[src/rtl/data_mem_access_unit.sv]
// Load/store initiator for a word-addressed data memory: sub-word loads are extracted and
// extended; sub-word stores use read-modify-write. Optional macro MISALIGN_TRAP_EN rejects misaligned half/word accesses.
module data_mem_access_unit #(
    parameter int ADDR_W = 7
) (
    input  logic              i_clk,
    input  logic              i_rst,
    input  logic              i_req,
    input  logic              i_we,
    input  logic [1:0]        i_size,
    input  logic              i_unsigned,
    input  logic [31:0]       i_addr,
    input  logic [31:0]       i_wdata,
    output logic              o_busy,
    output logic              o_done,
    output logic [31:0]       o_rdata,
    output logic              o_misalign,
    output logic [ADDR_W-1:0] o_mem_addr,
    output logic [31:0]       o_mem_data,
    output logic              o_mem_we,
    input  logic [31:0]       i_mem_data
);

    // state | meaning
    // IDLE  | waiting for i_req; latches the request
    // RD    | memory read cycle; load result or merged store word captured
    // WR    | single-cycle memory write
    // DONE  | o_done pulse, back to IDLE
    typedef enum logic [1:0] {IDLE, RD, WR, DONE} state_t;

    state_t      state;
    logic        lat_we;
    logic [1:0]  lat_size;
    logic        lat_uns;
    logic [1:0]  lat_off;
    logic [31:0] lat_wdata;
    logic        reject;

`ifdef MISALIGN_TRAP_EN
    assign reject = ((i_size == 2'b01) && i_addr[0]) ||
                    (i_size[1] && (i_addr[1:0] != 2'b00));
`else
    assign reject     = 1'b0;
    assign o_misalign = 1'b0;
`endif

    function automatic logic [31:0] extract(input logic [31:0] w, input logic [1:0] sz,
                                            input logic [1:0] off, input logic uns);
        logic [7:0]  b;
        logic [15:0] h;
        logic [31:0] r;
        case (off)
            2'd0:    b = w[7:0];
            2'd1:    b = w[15:8];
            2'd2:    b = w[23:16];
            default: b = w[31:24];
        endcase
        h = off[1] ? w[31:16] : w[15:0];
        case (sz)
            2'b00:   r = {{24{~uns & b[7]}}, b};
            2'b01:   r = {{16{~uns & h[15]}}, h};
            default: r = w;
        endcase
        return r;
    endfunction

    function automatic logic [31:0] merge(input logic [31:0] w, input logic [31:0] d,
                                          input logic [1:0] sz, input logic [1:0] off);
        logic [31:0] r;
        r = w;
        if (sz == 2'b00) begin
            case (off)
                2'd0:    r[7:0]   = d[7:0];
                2'd1:    r[15:8]  = d[7:0];
                2'd2:    r[23:16] = d[7:0];
                default: r[31:24] = d[7:0];
            endcase
        end else if (sz == 2'b01) begin
            if (off[1]) r[31:16] = d[15:0];
            else        r[15:0]  = d[15:0];
        end else begin
            r = d;
        end
        return r;
    endfunction

    always_ff @(posedge i_clk or posedge i_rst) begin
        if (i_rst) begin
            state      <= IDLE;
            lat_we     <= 1'b0;
            lat_size   <= 2'b00;
            lat_uns    <= 1'b0;
            lat_off    <= 2'b00;
            lat_wdata  <= 32'h0;
            o_busy     <= 1'b0;
            o_done     <= 1'b0;
            o_rdata    <= 32'h0;
            o_mem_addr <= '0;
            o_mem_data <= 32'h0;
            o_mem_we   <= 1'b0;
`ifdef MISALIGN_TRAP_EN
            o_misalign <= 1'b0;
`endif
        end else begin
            o_done   <= 1'b0;
            o_mem_we <= 1'b0;
`ifdef MISALIGN_TRAP_EN
            o_misalign <= 1'b0;
`endif
            case (state)
                IDLE: begin
                    if (i_req) begin
                        lat_we    <= i_we;
                        lat_size  <= i_size;
                        lat_uns   <= i_unsigned;
                        lat_off   <= i_addr[1:0];
                        lat_wdata <= i_wdata;
                        o_busy    <= 1'b1;
                        if (reject) begin
                            // rejected access: no memory cycle, o_rdata left untouched
                            state  <= DONE;
                            o_done <= 1'b1;
`ifdef MISALIGN_TRAP_EN
                            o_misalign <= 1'b1;
`endif
                        end else if (i_we && i_size[1]) begin
                            state      <= WR;
                            o_mem_addr <= i_addr[ADDR_W+1:2];
                            o_mem_data <= i_wdata;
                            o_mem_we   <= 1'b1;
                        end else begin
                            state      <= RD;
                            o_mem_addr <= i_addr[ADDR_W+1:2];
                        end
                    end
                end
                RD: begin
                    if (lat_we) begin
                        state      <= WR;
                        o_mem_data <= merge(i_mem_data, lat_wdata, lat_size, lat_off);
                        o_mem_we   <= 1'b1;
                    end else begin
                        state   <= DONE;
                        o_rdata <= extract(i_mem_data, lat_size, lat_off, lat_uns);
                        o_done  <= 1'b1;
                    end
                end
                WR: begin
                    state  <= DONE;
                    o_done <= 1'b1;
                end
                default: begin
                    state  <= IDLE;
                    o_busy <= 1'b0;
                end
            endcase
        end
    end

endmodule

[config.mk]
export PLATFORM = sky130hd
export DESIGN_NAME = data_mem_access_unit
export DESIGN_NICKNAME = d
export VERILOG_FILES = /design/src/rtl/data_mem_access_unit.sv
export SDC_FILE = /design/constraint.sdc
export NUM_CORES = 1
export LEC_CHECK = 0
export BUFFER_PORTS_ARGS = -buffer_cell sky130_fd_sc_hd__buf_4
export CORE_MARGIN = 2
export CORE_UTILIZATION = 51
export DETAILED_ROUTE_END_ITERATION = 10
export PLACE_DENSITY = 0.78
export SYNTH_ARGS = -nofsm -noshare
export SYNTH_HDL_FRONTEND = slang
export SYNTH_SLANG_ARGS = --single-unit
[constraint.sdc]
create_clock -name i_clk -period 4.8 [get_ports i_clk]
set_clock_uncertainty 0.2 [all_clocks]
set_input_delay 0.24 -clock i_clk [delete_from_list [all_inputs] [get_ports i_clk]]
set_output_delay 0.24 -clock i_clk [all_outputs]
set_load 0.01 [all_outputs]
# Yosys cells after proc, flatten, opt, wreduce, memory -nomap -nowiden
# Cells that the tools add are included.
# classes
eq_ne,8
muxes,29
bitwise_logic,5
n_reduce_logical,11
# ops
op,count
$mux 32,5
$pmux 32 s2,2
$mux 16,3
$mux 8,6
$pmux 8 s3,1
$eq 2x1->1 const B,3
$logic_not 2->1,3
$mux 1,6
$ne 2x2->1 const B,3
$pmux 1 s2,3
$pmux 2 s3,1
$reduce_and 2->1,3
$eq 2x2->1 const B,2
$mux 2,2
$reduce_and 4->1,1
$not 1->1,3
$reduce_or 3->1,1
$and 1x1->1,2
$reduce_bool 2->1,1
$reduce_or 2->1,1
$logic_and 1x1->1,1
# word_totals
ff_bits,114
input_bits,103
out_inout_bits,75
elab_cells,65

# Longest topological paths before layout
# Gate-level depths: netlist of run 1.
# logic_depth
word_depth,6
mapped_depth,9
mapped_depth_nobuf,6

# Worst setup path after synthesis of run 1
# No wires, ideal clock.
# synth_path
path_kind,reg2reg
from,reg state[0]
to,reg o_mem_data[1]
setup_time_ns,0.121
arrival_time_ns,1.665
required_time_ns,4.479
path_slack_ns,2.814
path_stages_with_launch,9
path_buffers,2
synth_period_minus_slack_ns,1.986
cell_sequence,dfrtp_1 inv_1 ha_1 and4_1 clkbuf_1 o21ai_2 buf_2 nor2_1 a22o_1
# synth_via
elab_chain_cells,3
elab_cells_between_ends,8
classes_between,4 x eq/ne; 1 x mux; 3 x reduce/logical
# synth_rtl
item,line_no,rtl
from (decl),31,state_t state;
from (signal assigned),89,state <= IDLE;
from (signal assigned),121,state <= DONE;
from (signal assigned),127,state <= WR;
$eq 2x1->1 or $logic_not 2->1 (tied branches),110,case (state)
$ne 2x2->1 (no source line) or $reduce_bool 2->1 (tied branches),--,
$reduce_and 4->1 (no source line),--,
to (signal assigned),129,o_mem_data <= i_wdata;
to (signal assigned),140,"o_mem_data <= merge(i_mem_data, lat_wdata, lat_size, lat_off);"
to (decl),19,"output logic [31:0] o_mem_data,"
# Parallel ways exist; a longest one is shown, timed or not.
# A chain may end at the register's enable or synchronous reset.

# Final worst setup path of run 1
# layout_path
from,reg state[1]
to,reg o_mem_data[4]
# The elaborated chain is that of the path after synthesis.

==> summary.txt, run 1 <==
GRT
  – GRT Total Usage: a little under a third
  – First-pass GRT wire length: a little over 30000 um
  – Largest net degree at the start of global routing: around 80
  – Total gr overflow: 0
  – Vias in the first global route: 5979
  – Initial antenna violation count: 0

Detailed routing
  – # DRC: 0
  – Initial DRC count: between 600 and 700
  – Vias per cell: about 6
  – Vias post-DR: approximately 6000
  – Wire per inst: 19.7 um
  – 1st-pass router iterations: 5
  – Detailed Route WL: between 15000 and 20000 um
  – Antenna Violating Nets Remaining: 0

Logic synthesis
  – Simple-gate area share of the yosys netlist: between 10% and 20%
  – Synth Area in Adders: 0.800%
  – Post-Syn Nets: approximately 740
  – Largest family of logic cells by synthesized area: compound AO/OA/AOI/OAI gates
  – Top-area cell type share of the netlist area: 45.6%
  – Xor/xnor cell area share of the yosys netlist: 0%
  – Sequential cell area fraction in the yosys report: a little under half
  – Avg Cell Area, Syn: 9.87 sq um
  – FFs w/ async S/R, synth: 100%
  – Netlist cell types: 51
  – Mapped Area: ~6300 sq um
  – Post-synthesis mux area share: between 15 and 20%
  – Synth Instances: roughly 630
  – Yosys top cell by area: dfrtp_1
  – Synth warn: 0
  – Post-synth EDFFs: 0
  – Yosys reg bits: 114
  – Compound-Gate Fraction of Synth Area: 20.1%
  – Ys flop type: dfrtp_1
  – Top post-synthesis cells by area: dfrtp_1 (46%), mux2_2 (13%), nand2_1 (5.0%), mux2i_1 (5.0%), o21ai_0 (4.9%)

Setup path
  – CP required: roughly 5 ns
  – Delay-heaviest family, CP: compound AO/OA/AOI/OAI gates
  – Bufs and invs on worst path: 2
  – Worst Setup End Kind: flip-flop
  – Crit path cell chain: inv_1 > ha_2 > buf_4 > and2b_1 > o21a_1 > nand2_1 > o211ai_1
  – CP arrival: roughly 3.2 ns
  – Setup CP Type: reg2reg
  – Worst path slowest cell: o21a_1
  – Startpoint Class: flip-flop
  – Highest cell delay on the worst timing path: 0.79 ns
  – CP max FO: 66

Clocking
  – Worst-Skew Late Latency: about 0.42 ns
  – Root Driver: clkbuf_16
  – TritonCTS clock tree: built
  – Clock-pin slew on the worst setup and hold paths: about 0.060 ns
  – Clock sink count: about 110
  – Htree depth: 4
  – Clock Tree Buf Depth: 2
  – CTS buffer count: 17

Floorplan
  – # rows: 40
  – Starting Density: around 52%
  – Die area: ~13000 sq um
  – Chip height: 115 um
  – Die W: between 100 and 150 um
  – # IOs: around 180
  – Core footprint: ~12000 sq um

Outcome
  – Status: finished clean

Layout
  – Antenna cell count: 0
  – Final instance area: 8810 sq um
  – Synthesis-to-layout area growth: 40.9%
  – Post-Layout Cell Count: 993
  – Layout cells sized above 1: about 32%
  – Final Core Density: 73.4%
  – Nets@finish: between 900 and 1000

Timing
  – Post-layout min period: around 3.1 ns
  – Final hold vios: 0
  – Hold slack: between 0.05 and 0.06 ns
  – Tcrit/Tclk final: around 64%
  – Setup TNS: 0 ns
  – Setup violations, final: 0
  – Fmax: about 330 MHz
  – Worst Setup Slack, final: ~1.7 ns
  – Worst-Margin Slew: approximately 1.2 ns
  – Max_slew headroom: 22.8%
  – Slew Limit Fails: 0
  – RSZ-0062 raised after global routing: false

Place
  – Area after DPL: approximately 7400 sq um
  – Routability cong.: 0.900
  – Dpl ws: 1.80 ns
  – Dpl cells: roughly 900
  – Port bufs: between 150 and 200
  – Hpwl dp: ~13000 um

Power and ir drop
  – Leakage: 3.96 nW
  – VDD IR max: about 310 uV
  – Total power: between 6 and 7 mW
  – Power Dens Cells: 709 nW/um^2

Job
  – Maxcap violations: 0

Min path
  – Hold Crit Class: in2reg
[registers in the layout, indices dropped and copies added, names as in the netlist]
signal      flops
o_mem_addr      7
o_mem_we        1
lat_uns         1
lat_off         2
o_rdata        32
lat_size        2
o_done          1
o_busy          1
lat_wdata      32
state           2
lat_we          1
o_mem_data     32
[metal layers]
| metal | routed length, um | up-vias | track usage (%) | share of wire [%] |
|---|---|---|---|---|
| met5 | 0 | - | 0 | 0 |
| met4 | 553 | 0 | 12.9 | 2.8 |
| met3 | 1400 | 55 | 5.43 | 7.2 |
| met2 | 9680 | 310 | 50.5 | 50 |
| met1 | 7900 | 2946 | 38.6 | 40 |
| li1 | - | 2695 | - | - |
[report_power, final]
group          switching [mW]  internal, mW
Sequential              0.428          1.46
Combinational            1.56          1.35
Clock                   0.441          1.01
[cell usage in the layout (no fill, tap or decap), types with 4 or more instances in the layout]
cell,Yosys,routed
a21oi_1,42,42
o31ai_1,6,6
bufinv_16,0,6
nor2b_1,6,5
o2111ai_1,5,5
a31oi_1,4,4
dfrtp_1,114,113
nand3b_1,8,8
inv_1,10,9
clkbuf_16,0,17
a211oi_1,15,15
nand2b_1,11,11
nand2_1,84,83
nor2_1,40,40
o2111a_1,6,6
o21ai_0,61,61
mux2_2,70,70
o22ai_1,7,7
a22o_1,6,6
dlygate4sd3_1,0,72
mux2i_1,31,31
buf_4,4,159
o211ai_1,19,19
[area by class of cell]
cell class,count,area [sq um]
tap,147,184
inverter,10,40.0
sequential,114,2850
clock inverter,10,203
fill,829,3200
multi-input combinational,459,3150
clock buffer,22,474
timing repair buffer,231,1910
[Yosys cell counts (2+ instances only)]
cell type	n
a211oi_1	15
a21boi_0	3
a21oi_1	42
a22o_1	6
a31oi_1	4
a32oi_1	3
buf_2	11
buf_4	4
clkbuf_1	34
dfrtp_1	114
ha_1	4
inv_1	10
mux2_2	70
mux2i_1	31
nand2_1	84
nand2b_1	11
nand3b_1	8
nor2_1	40
nor2b_1	6
o2111a_1	6
o2111ai_1	5
o211ai_1	19
o21a_1	2
o21ai_0	61
o221ai_1	3
o22ai_1	7
o31ai_1	6
or2_2	2
[repair_timing]
action                    4_1_cts  5_1_grt
gates resized for setup         0        0
hold endpoints to repair      171        0
hold buffers                   72        0
buffers inserted                0        0
[kinds of logic after synthesis]
group	after synthesis
AOI/OAI and AO/OA	194
and+or+nand+nor	158
DFF	114
muxes	102
buffers and inverters	61
adders and majority gates	4
other	1
[worst paths after layout]
kind,to,cells after the start,startpoint,slack [ns]
max,o_mem_data[4]$_DFFE_PP0P_,7,state[1]$_DFFE_PP0N_,1.75
min,o_mem_data[14]$_DFFE_PP0P_,5,i_mem_data[14],0.05
max reg2reg,o_mem_data[4]$_DFFE_PP0P_,7,state[1]$_DFFE_PP0N_,1.75
min reg2reg,o_mem_data[17]$_DFFE_PP0P_,2,o_mem_data[17]$_DFFE_PP0P_,0.29
max in group asynchronous,o_rdata[11]$_DFFE_PP0P_,4,i_rst,2.85
min in group asynchronous,lat_wdata[26]$_DFFE_PP0P_,3,i_rst,0.35
[worst min-delay path, cell delays in order]
cell and delay [ns]:
buf_4 0.13, inv_1 0.04, a21boi_0 0.07, o221ai_1 0.07, a31oi_1 0.08
(Power assumes the default switching activity.)
==> run 2, diff against run 1 <==
clock period = 3.02 ns   (was 4.8 ns; I/O delays follow)
==> summary.txt, run 2 (synthesized netlist as in run 1, its figures left out) <==
Layout
  – Final instance area: 8910 sq um (was 8810 sq um)
  – Layout cells sized above 1: 32.8% (was 32.3%)
  – Commonest non-fill, non-tap cell in the layout: buf_4 (unchanged)
  – Multi-input logic area: 3150 sq um (unchanged)
  – Final Core Density: 74.2% (was 73.4%)
  – Post-Layout Cell Count: 1010 (was 993)
  – Commonest non-fill, non-tap cells in the layout: buf_4 (166), dfrtp_1 (113), nand2_1 (83) (was buf_4 (159), dfrtp_1 (113), nand2_1 (83))
  – Nets@finish: 956 (was 940)
  – Largest regs: lat_wdata (32), o_mem_data (32), o_rdata (32) (unchanged)
  – Synthesis-to-layout area growth: 42.4% (was 40.9%)
  – Fillers: 807 (was 829)
  – Register Area: 2850 sq um (unchanged)

Job
  – Maxcap violations: 0 (unchanged)

Clocking
  – Clock-pin slew on the worst setup and hold paths: 0.05 ns (was 0.06 ns)
  – Post_cts resized: 0 (unchanged)
  – Htree depth: 4 (unchanged)
  – Root Driver: clkbuf_16 (unchanged)
  – CTS buffer count: 17 (unchanged)
  – TritonCTS clock tree: built (unchanged)
  – Clock sink count: 114 (unchanged)
  – Clock Tree Buf Depth: 2 (unchanged)
  – Worst-Skew Late Latency: 0.41 ns (was 0.42 ns)

Place
  – Routability cong.: 0.926 (was 0.900)
  – Dpl cells: 898 (was 889)
  – Dpl ws: 0.538 ns (was 1.80 ns)
  – Area after DPL: 7510 sq um (was 7420 sq um)
  – Hpwl dp: 13000 um (was 12700 um)
  – Port bufs: 153 (unchanged)

Setup path
  – Crit path cell chain: mux4_2 > and2_4 > nor3_4 > a211oi_1 (was inv_1 > ha_2 > buf_4 > and2b_1 > o21a_1 > nand2_1 > o211ai_1)
  – CP arrival: 2.54 ns (was 3.17 ns)
  – Worst path slowest cell: dfrtp_1 (was o21a_1)
  – Worst Setup End Kind: flip-flop (unchanged)
  – CP required: 3.08 ns (was 4.92 ns)
  – Startpoint Class: flip-flop (unchanged)
  – Highest cell delay on the worst timing path: 0.64 ns (was 0.79 ns)
  – CP max FO: 16 (was 66)
  – Setup CP Type: reg2reg (unchanged)

GRT
  – Largest net degree at the start of global routing: 65 (was 81)
  – First-pass GRT wire length: 30600 um (about the same)
  – GRT Total Usage: 30.0% (was 30.1%)
  – Total gr overflow: 0 (unchanged)
  – Vias in the first global route: 5915 (was 5979)
  – Initial antenna violation count: 1 (was 0)

Detailed routing
  – Wire per inst: 19.1 um (was 19.7 um)
  – Antenna Violating Nets Remaining: 0 (unchanged)
  – Vias post-DR: 5941 (was 6006)
  – Vias per cell: 5.88 (was 6.05)
  – # DRC: 0 (unchanged)
  – Detailed Route WL: 19300 um (was 19500 um)
  – Initial DRC count: 618 (was 643)
  – 1st-pass router iterations: 5 (unchanged)

Floorplan
  – Starting Density: 52.1% (unchanged)
  – # IOs: 178 (unchanged)
  – # rows: 40 (unchanged)
  – Core footprint: 12000 sq um (unchanged)
  – Die area: 13200 sq um (unchanged)
  – Die W: 115 um (unchanged)
  – Chip height: 115 um (unchanged)

Timing
  – Fmax: 403 MHz (was 328 MHz)
  – RSZ-0062 raised after global routing: false (unchanged)
  – Hold slack: 0.263 ns (was 0.0536 ns)
  – Final hold vios: 0 (unchanged)
  – Setup violations, final: 0 (unchanged)
  – Slew Limit Fails: 0 (unchanged)
  – Tcrit/Tclk final: 82.2% (was 63.6%)
  – Setup TNS: 0 ns (unchanged)
  – Worst Setup Slack, final: 0.537 ns (was 1.75 ns)
  – Max_slew headroom: 29.1% (was 22.8%)
  – Post-layout min period: 2.48 ns (was 3.05 ns)
  – Worst-Margin Slew: 1.06 ns (was 1.15 ns)

Power and ir drop
  – Power Dens Cells: 1090 nW/um^2 (was 709 nW/um^2)
  – Total power: 9.75 mW (was 6.25 mW)
  – Leakage: 4.01 nW (was 3.96 nW)
  – VDD IR max: 505 uV (was 314 uV)

Min path
  – Hold Crit Class: in2async (was in2reg)

Outcome
  – Status: finished clean (unchanged)
[run 2: metal layers]
layer  global-route usage, %  share of wire, %  vias up  wire length, um
met4                    10.0               2.6        0              495
met3                    6.06               6.8       45             1320
met2                    49.0                48      287             9300
met1                    40.4                42     2882             8150
met5                       0                 0        -                0
li1                        -                 -     2727                -
[run 2: power breakdown]
group | switching (mW) | internal [mW] | leakage, nW
combinational | 2.44 | 2.21 | 2.34
sequential | 0.735 | 2.32 | 1.37
clock | 0.698 | 1.35 | 0.306
[run 2: path summary, 6_finish.rpt]
| path | start | to | slack (ns) | depth (start not counted) |
|---|---|---|---|---|
| min in group i_clk | o_mem_data[16]$_DFFE_PP0P_ | o_mem_data[16]$_DFFE_PP0P_ | 0.28 | 2 |
| worst max register to register | lat_off[1]$_DFFE_PP0P_ | o_rdata[22]$_DFFE_PP0P_ | 0.54 | 4 |
| max in group asynchronous | i_rst | o_rdata[26]$_DFFE_PP0P_ | 1.63 | 4 |
| worst max-delay path | lat_off[1]$_DFFE_PP0P_ | o_rdata[22]$_DFFE_PP0P_ | 0.54 | 4 |
| worst min register to register | o_mem_data[16]$_DFFE_PP0P_ | o_mem_data[16]$_DFFE_PP0P_ | 0.28 | 2 |
| worst min-delay path | i_rst | o_mem_addr[6]$_DFFE_PP0P_ | 0.26 | 3 |
[run 2: critical path, delay by kind of cell (launching register included)]
kind | cells | cell delay, ns
AOI/OAI and AO/OA | 1 | 0.17
and+or+nand+nor | 2 | 0.73
DFF | 1 | 0.64
muxes | 1 | 0.57
[run 2: final cells by class]
class	count	area share [%]
Multi-Input combinational cell	459	35.3
Sequential cell	114	32.0
Antenna cell	1	0.0281
Tap cell	147	2.06
Clock buffer	21	5.28
Inverter	10	0.463
Timing Repair Buffer	247	23.3
Clock inverter	11	1.50
[run 2: repair_timing]
action                    CTS  global route
hold endpoints to repair  149             0
hold buffers               79             0
setup buffers               0             0
